==> src/rtl/flash_pkg.sv <==
// Shared definitions for the SPI NOR flash writer: opcodes, frame width,
// status bit positions and the writer FSM state type.
package flash_pkg;

    localparam logic [7:0] FLASH_CMD_READ = 8'h03;
    localparam logic [7:0] FLASH_CMD_WREN = 8'h06;
    localparam logic [7:0] FLASH_CMD_PP   = 8'h02;
    localparam logic [7:0] FLASH_CMD_RDSR = 8'h05;
    localparam logic [7:0] FLASH_CMD_SE   = 8'h20;

    // Write-in-progress bit of the status register
    localparam int unsigned STATUS_WIP = 0;

    // Widest frame shifted out: opcode + 24-bit address + data byte
    localparam int unsigned FRAME_W = 40;

    typedef enum logic [3:0] {
        ST_WAIT,
        ST_IDLE,
        ST_WREN,
        ST_GAP1,
        ST_PROG,
        ST_GAP2,
        ST_POLL,
        ST_GAP3,
        ST_DONE
    } flash_wr_state_t;

    // Left-align a command and its 32-bit payload into a frame word
    function automatic logic [FRAME_W-1:0] frame_word(input logic [7:0] cmd,
                                                      input logic [31:0] payload);
        return {cmd, payload};
    endfunction

endpackage

==> src/rtl/flash_spi_shift.sv <==
// SPI mode-0 bit engine: shifts up to 40 bits out MSB first and shifts the
// last 8 bits of MISO in. Each bit is a low phase (MOSI driven) followed by a
// high phase; MISO is sampled on the clk edge that ends the high phase.
module flash_spi_shift
    import flash_pkg::*;
(
    input  logic               clk,
    input  logic               rst_n,
    input  logic               start,
    input  logic [5:0]         bit_count,
    input  logic [FRAME_W-1:0] data,
    input  logic               miso,
    output logic               sclk,
    output logic               mosi,
    output logic               busy,
    output logic               last,
    output logic [7:0]         read_byte
);

    logic               active;
    logic               phase;
    logic [5:0]         remaining;
    logic [FRAME_W-2:0] shift_reg;
    logic [6:0]         rx;

    // Phase generation, MOSI shifting and MISO capture
    always_ff @(posedge clk) begin
        if (!rst_n) begin
            active    <= 1'b0;
            phase     <= 1'b0;
            remaining <= '0;
            shift_reg <= '0;
            rx        <= '0;
            sclk      <= 1'b0;
            mosi      <= 1'b0;
        end else if (start) begin
            active    <= 1'b1;
            phase     <= 1'b0;
            remaining <= bit_count - 6'd1;
            shift_reg <= data[FRAME_W-2:0];
            sclk      <= 1'b0;
            mosi      <= data[FRAME_W-1];
        end else if (active) begin
            if (!phase) begin
                phase <= 1'b1;
                sclk  <= 1'b1;
            end else begin
                phase <= 1'b0;
                sclk  <= 1'b0;
                rx    <= {rx[5:0], miso};
                if (remaining == '0) begin
                    active <= 1'b0;
                    mosi   <= 1'b0;
                end else begin
                    remaining <= remaining - 6'd1;
                    mosi      <= shift_reg[FRAME_W-2];
                    shift_reg <= {shift_reg[FRAME_W-3:0], 1'b0};
                end
            end
        end
    end

    assign busy = active;
    assign last = active && phase && (remaining == '0);
    // Complete byte including the bit being sampled this cycle; valid while last=1
    assign read_byte = {rx, miso};

endmodule

==> src/rtl/flash_writer.sv <==
// Single-byte SPI NOR flash programmer: WREN, PAGE PROGRAM, then RDSR polling
// until WIP clears (done) or the poll limit is hit (error).
// Optional feature macro: FLASH_WRITER_ERASE_EN adds the erase port, which
// turns the program frame into a 4 KB sector erase (0x20 + address).
module flash_writer
    import flash_pkg::*;
#(
    parameter logic [31:0] STARTUP_WAIT = 32'd10000000,
    parameter int unsigned CS_GAP       = 4,
    parameter logic [31:0] POLL_LIMIT   = 32'd1000000
) (
    input  logic        clk,
    input  logic        rst_n,
    output logic        flashClk,
    output logic        flashMosi,
    input  logic        flashMiso,
    output logic        flashCs,
    input  logic [23:0] addr,
    input  logic [7:0]  byteWrite,
`ifdef FLASH_WRITER_ERASE_EN
    input  logic        erase,
`endif
    input  logic        enable,
    output logic        busy,
    output logic        done,
    output logic        error
);

    flash_wr_state_t    state, next_state;
    logic [31:0]        startup_cnt;
    logic [31:0]        gap_cnt;
    logic [31:0]        poll_cnt;
    logic [23:0]        addr_q;
    logic [7:0]         data_q;
`ifdef FLASH_WRITER_ERASE_EN
    logic               erase_q;
`endif
    logic               cs_q, busy_q, done_q, error_q;

    logic               shift_start;
    logic [5:0]         shift_bits;
    logic [FRAME_W-1:0] shift_data;
    logic               shift_busy;
    logic               shift_last;
    logic [7:0]         status_byte;
    logic               status_unused;

    logic               startup_over;
    logic               gap_over;
    logic               poll_exhausted;
    logic               accept;
    logic               done_set, error_set;

    flash_spi_shift u_shift (
        .clk       (clk),
        .rst_n     (rst_n),
        .start     (shift_start),
        .bit_count (shift_bits),
        .data      (shift_data),
        .miso      (flashMiso),
        .sclk      (flashClk),
        .mosi      (flashMosi),
        .busy      (shift_busy),
        .last      (shift_last),
        .read_byte (status_byte)
    );

    // Only the WIP bit steers the FSM; the rest of the status is don't-care
    assign status_unused  = ^status_byte;
    assign startup_over   = ({1'b0, startup_cnt} + 33'd1) >= {1'b0, STARTUP_WAIT};
    assign gap_over       = (gap_cnt + 32'd1) >= 32'(CS_GAP);
    assign poll_exhausted = ({1'b0, poll_cnt} + 33'd1) >= {1'b0, POLL_LIMIT};

    // Next-state decode and frame launch
    always_comb begin
        next_state  = state;
        shift_start = 1'b0;
        shift_bits  = '0;
        shift_data  = '0;
        accept      = 1'b0;
        done_set    = 1'b0;
        error_set   = 1'b0;
        case (state)
            ST_WAIT: begin
                if (startup_over) next_state = ST_IDLE;
            end
            ST_IDLE: begin
                if (enable && !shift_busy) begin
                    accept      = 1'b1;
                    next_state  = ST_WREN;
                    shift_start = 1'b1;
                    shift_bits  = 6'd8;
                    shift_data  = frame_word(FLASH_CMD_WREN, 32'h0);
                end
            end
            ST_WREN: begin
                if (shift_last) next_state = ST_GAP1;
            end
            ST_GAP1: begin
                if (gap_over && !shift_busy) begin
                    next_state  = ST_PROG;
                    shift_start = 1'b1;
                    shift_bits  = 6'd40;
                    shift_data  = frame_word(FLASH_CMD_PP, {addr_q, data_q});
`ifdef FLASH_WRITER_ERASE_EN
                    if (erase_q) begin
                        shift_bits = 6'd32;
                        shift_data = frame_word(FLASH_CMD_SE, {addr_q, 8'h00});
                    end
`endif
                end
            end
            ST_PROG: begin
                if (shift_last) next_state = ST_GAP2;
            end
            ST_GAP2, ST_GAP3: begin
                if (gap_over && !shift_busy) begin
                    next_state  = ST_POLL;
                    shift_start = 1'b1;
                    shift_bits  = 6'd16;
                    shift_data  = frame_word(FLASH_CMD_RDSR, 32'h0);
                end
            end
            ST_POLL: begin
                // Decision uses the status bit sampled on this very edge
                if (shift_last) begin
                    if (!status_byte[STATUS_WIP]) begin
                        next_state = ST_DONE;
                        done_set   = 1'b1;
                    end else if (poll_exhausted) begin
                        next_state = ST_DONE;
                        error_set  = 1'b1;
                    end else begin
                        next_state = ST_GAP3;
                    end
                end
            end
            ST_DONE: begin
                if (!enable) next_state = ST_IDLE;
            end
            default: next_state = ST_WAIT;
        endcase
    end

    // State register, counters, captured request and registered outputs
    always_ff @(posedge clk) begin
        if (!rst_n) begin
            state       <= ST_WAIT;
            startup_cnt <= '0;
            gap_cnt     <= '0;
            poll_cnt    <= '0;
            addr_q      <= '0;
            data_q      <= '0;
`ifdef FLASH_WRITER_ERASE_EN
            erase_q     <= 1'b0;
`endif
            cs_q        <= 1'b1;
            busy_q      <= 1'b0;
            done_q      <= 1'b0;
            error_q     <= 1'b0;
        end else begin
            state <= next_state;

            if (state == ST_WAIT) startup_cnt <= startup_cnt + 32'd1;

            if (state == ST_GAP1 || state == ST_GAP2 || state == ST_GAP3)
                gap_cnt <= gap_cnt + 32'd1;
            else
                gap_cnt <= '0;

            if (accept) begin
                poll_cnt <= '0;
                addr_q   <= addr;
                data_q   <= byteWrite;
`ifdef FLASH_WRITER_ERASE_EN
                erase_q  <= erase;
`endif
            end else if (state == ST_POLL && next_state == ST_GAP3) begin
                poll_cnt <= poll_cnt + 32'd1;
            end

            cs_q   <= !(next_state == ST_WREN || next_state == ST_PROG ||
                        next_state == ST_POLL);
            busy_q <= (next_state == ST_WREN || next_state == ST_GAP1 ||
                       next_state == ST_PROG || next_state == ST_GAP2 ||
                       next_state == ST_POLL || next_state == ST_GAP3);
            // Result flags are held for the whole DONE stay, cleared on exit
            done_q  <= (next_state == ST_DONE) && ((state == ST_DONE) ? done_q  : done_set);
            error_q <= (next_state == ST_DONE) && ((state == ST_DONE) ? error_q : error_set);
        end
    end

    assign flashCs = cs_q;
    assign busy    = busy_q;
    assign done    = done_q;
    assign error   = error_q;

endmodule

==> config.mk <==
export PLATFORM = sky130hd
export DESIGN_NAME = flash_writer
export DESIGN_NICKNAME = d
export VERILOG_FILES = /design/src/rtl/flash_pkg.sv /design/src/rtl/flash_spi_shift.sv /design/src/rtl/flash_writer.sv
export SDC_FILE = /design/constraint.sdc
export NUM_CORES = 1
export LEC_CHECK = 0
export ABC_AREA = 1
export BUFFER_PORTS_ARGS = -buffer_cell sky130_fd_sc_hd__buf_2
export CAP_MARGIN = 20
export CORE_MARGIN = 1.5
export CORE_UTILIZATION = 50
export DETAILED_ROUTE_END_ITERATION = 8
export PLACE_DENSITY = 0.79
export SYNTH_ARGS = -nofsm -noshare
export SYNTH_HDL_FRONTEND = slang
export SYNTH_SLANG_ARGS = --single-unit
==> constraint.sdc <==
create_clock -name clk -period 7.8 [get_ports clk]
set_clock_uncertainty 0.2 [all_clocks]
set_input_delay 1.56 -clock clk [delete_from_list [all_inputs] [get_ports clk]]
set_output_delay 1.56 -clock clk [all_outputs]
set_load 0.1 [all_outputs]
Word level (Yosys, flattened, before mapping)

Index checks and enable logic that the tools add are counted.

Add/subtract/negate cells: 7
Magnitude comparators: 3
Equality and inequality tests: 16
Mux-type cells: 49
Bitwise gates (word level): 1
Reduce and logical (&&, ||, !) cells: 29

Operator list:

| cell                  | count |
|---|---|
| $mux 39               | 4 |
| $pmux 35 s3           | 1 |
| $add 32x1->32 const B | 3 |
| $mux 35               | 2 |
| $add 32x1->33 const B | 2 |
| $mux 4                | 11 |
| $mux 34               | 1 |
| $ge 33x20->1 const B  | 1 |
| $ge 33x24->1 const B  | 1 |
| $eq 4x3->1 const B    | 8 |
| $ge 32x3->1 const B   | 1 |
| $pmux 4 s8            | 1 |
| $mux 6                | 5 |
| $mux 1                | 21 |
| $pmux 6 s3            | 1 |
| $eq 4x2->1 const B    | 4 |
| $sub 6x1->6 const B   | 2 |
| $logic_or 1x1->1      | 9 |
| $eq 4x4->1 const B    | 2 |
| $logic_and 1x1->1     | 7 |
| $logic_not 6->1       | 1 |
| $reduce_or 2->1       | 3 |
| $mux 5                | 1 |
| $eq 4x1->1 const B    | 1 |
| 9 further kinds       | 12 |

Register bits after elaboration: 184
Bits of input ports: 36
Word-level logic and storage cells: 120

Longest topological paths before layout

Depth in word-level cells: 12
Depth in mapped cells: 24

Modules after synthesis

From an unflattened synthesis, not the netlist that was laid out.

Cell total of the unflattened synthesis: 1699
Area total of the unflattened synthesis: 10914.2 sq um

By module, submodules not included:

| module          | instances | cells an instance | area each (sq um) | seq. area each (sq um) |
|---|---|---|---|---|
| flash_writer    | 1         | 1337              | 8086.5            | 2722.6 |
| flash_spi_shift | 1         | 362               | 2827.7            | 1101.1 |

Least setup slack after synthesis

No wires, ideal clock.

Kind: input to register
Start: input enable
End: register u_shift.remaining[4]
Arrival time: 2664 ps
Required time: 7468 ps
Slack: 4803 ps
Stages on the path: 12
Path buffers: 2
Path through: nand3_2 > nand2_4 > inv_4 > buf_6 > buf_8 > nand2_1 > ha_1 > nand2_1 > nor2_1 > nand2_1 > nand3_1 > a21oi_1

Word-level cells in the longest chain between the ends: 5

RTL lines:

| what                                       | RTL line              | source |
|---|---|---|
| start, declared                            | flash_writer.sv:23    | `input logic enable,` |
| $logic_and 1x1->1 *                        | flash_writer.sv:88    | `if (enable && !shift_busy) begin` |
| $mux 4 or $mux 1 (tied branches)           | flash_writer.sv:88    |  |
| $pmux 6 s3 or $pmux 1 s2 (tied branches)   | flash_writer.sv:83    | `case (state)` |
| $sub 6x1->6 (tied with other cells)        | flash_spi_shift.sv:39 | `remaining <= bit_count - 6'd1;` |
| $mux 6 or $reduce_and 3->1 (tied branches) | n/a                   |  |
| end signal, assigned                       | flash_spi_shift.sv:39 |  |
| end signal, assigned                       | flash_spi_shift.sv:55 | `remaining <= remaining - 6'd1;` |
| end, declared                              | flash_spi_shift.sv:22 | `logic [5:0] remaining;` |

Mark *: on every way between the ends. The rest lies on a longest branch, timed or not.
A chain may end at the register's enable or synchronous reset.

==> metrics <==
status finished clean; total CTS buffers 17; Worst-path clk slew 0.08 ns; top post-synthesis cells by count nand2_1, dfxtp_1, nor2_1; num rows 50; first drt pass iteration count 6; Total Power 2760 uW; final setup vio count 0; Slew @ Worst Pin around 1 ns; DR vias/cell around 5.3; WL per Instance 12.7 um; crit path DAT about 3.8 ns; synth top area cells dfxtp_1, nand2_1, a21oi_1; Setup crit start kind input pin; core area about 19000 um^2; Area growth syn-to-layout 9.68%; Synth Cell Area ~9600 um^2; Pleak approximately 0.0043 uW; max layer used met4; vias in the first global route 8094; post-route antenna net violation count 0; initial antenna violation count 0; maxcap violations 0; WS Path Type input pin to flip-flop; met3 WL roughly 840 um; Cell Chain, Critical Path buf_2 > buf_4 > clkinv_1 > a21oi_1 > o21ai_0 > inv_1; Rel. slew slack roughly a third; routability cong. approximately 0.9; Syn Area/Cell approximately 6.8 um^2; Non-Filler Instances about 1700; power share of the clock group 32.4%; pin count of the biggest net entering global routing 96; CTS hold repair buffers 0; wire length on met2 slightly below 10000 um; Synth cell types 45; shortest period the worst path allows around 3.6 ns; # Post-CTS Setup Buffers 0; Seq/Total Area, Yosys between 30% and 40%; Worst path max stage delay slightly above 0.9 ns; Design Area, Final 10500 um^2; area of placed instances slightly below 10000 um^2; # clock sinks 184; Critical Path Fanout Max 95; RSZ-0062 raised after global routing false; Synth top area share a little under two fifths; final hold vios 0; Tcrit/Tclk final a little under half; net count after synthesis approximately 1500; Flop pwr share ~45%; htree depth 4; Nets 1470; Int Power about 1800 uW; Critical-path top delay cell clkinv_1; PwrDens roughly 260 nW/um^2; final core occ 56.2%; Hold Path Class flip-flop to flip-flop; Antenna diodes 0; IO Port Bufs 41; root buffer cell clkbuf_16; sw frac approximately 36%; Post-synth ARST share 0%; count leader, synth nand2_1; TNS Setup 0 ns; Slew Viols, Final 0; first-pass GRT wire length about 37000 um; fmax 280 MHz; share of layout cells above drive strength 1 7.98%; Psw a little over 1000 uW; grt ovf 0; Peak VDD IR 0.185 mV; via count 8822; Crit. End Element flip-flop; DRC Markers 0; Die Y roughly 140 um; Post-synth EDFFs 0; DPL Wire Length 14200 um; Worst-Skew Late Latency 0.44 ns; logic gate share of total power a little under a quarter; DRT Wirelength between 20000 and 25000 um; placed cells between 1500 and 2000; Die W 142 um; Synth Register Bits 184; met1 wire length 10300 um; Tot GR Track Use ~22%; Synth Instances between 1000 and 1500; First DRT Iteration DRCs roughly 710; max reg flops 39; Bufs on Longest Clock Path 2; Synthesis Warnings 0; TritonCTS clock tree done; CTS resizes 0; Synth area leader dfxtp_1; Top FF cell, synth dfxtp_1; WP data required about 8 ns; Initial Utilization slightly above 50%; Die Area approximately 20000 um^2; # IOs 42
## cell type report
type                    instances  area (um^2)
fillers                      1769         8220
multi-input cells             997         4970
repair buffers                 48          285
inverters                     181          682
clock buffers                  17          425
well taps                     234          293
clock inverters                15          211
flip-flops and latches        184         3680
## worst paths after layout
| check | from | to | slack (ns) | cells after the start |
|---|---|---|---|---|
| worst min register to register | addr_q[0] | addr_q[0] | 0.25 | 2 |
| worst max register to register | gap_cnt[0] | u_shift.shift_reg[1] | 4.23 | 18 |
| worst max-delay path | rst_n | startup_cnt[14] | 4.22 | 6 |
| worst min-delay path | addr_q[0] | addr_q[0] | 0.25 | 2 |
## placed cells by master, fill, tap and decap left out, types with 4 or more instances in the layout
cell and instances:
ha_1 5, nand2_2 5, nor2_2 8, o21ai_1 14, nor4_1 5, a21oi_1 135
buf_2 41, nor2_1 178, xnor2_1 12, buf_4 5, nand3b_1 14, nand3_1 49
nand4_1 32, clkinv_8 7, nand3_2 6, o211ai_1 4, nor3_1 25, dfxtp_1 184
clkbuf_16 17, nand2_1 288, inv_1 175, o21ai_0 135, xor2_1 52
## power by group through the flow
stage	combinational [uW]	sequential, uW	clock (uW)
2_1_floorplan	495	1240	0
3_3_place_gp	605	1240	0
3_5_place_dp	623	1250	0
4_1_cts	629	1230	913
5_1_grt	727	1250	956
6_report	634	1230	896
## worst max-delay path: cells and delay by family
family / cells / cell delay (ns)
buffers and inverters: 4 / 1.66
AO/OA/AOI/OAI: 2 / 0.48
## routing by layer
metal | track usage, % | vias to the layer above
met5 | 0 | -
met4 | 7.27 | 0
met3 | 4.12 | 31
met2 | 35.8 | 184
met1 | 29.8 | 4016
li1 | - | 4591
## through the flow
step	setup slack, ns	hold WS [ns]
after CTS	4.23	0.249
final	4.22	0.246
after detailed placement	3.79	0.237
after global placement	3.86	0.233
after floorplan	4.80	0.224
after global routing	3.80	0.264
## kinds of logic after synthesis
group                    count (synthesis)  share of synthesized area (%)
AND/OR/NAND/NOR                        628                           29.2
AO/OA/AOI/OAI                          300                           16.0
buffers and inverters                  235                           10.0
flip-flops                             184                           38.3
XOR/XNOR                                64                           5.83
adder cells (fa/ha/maj)                  5                          0.651
(Power assumes the default switching activity.)
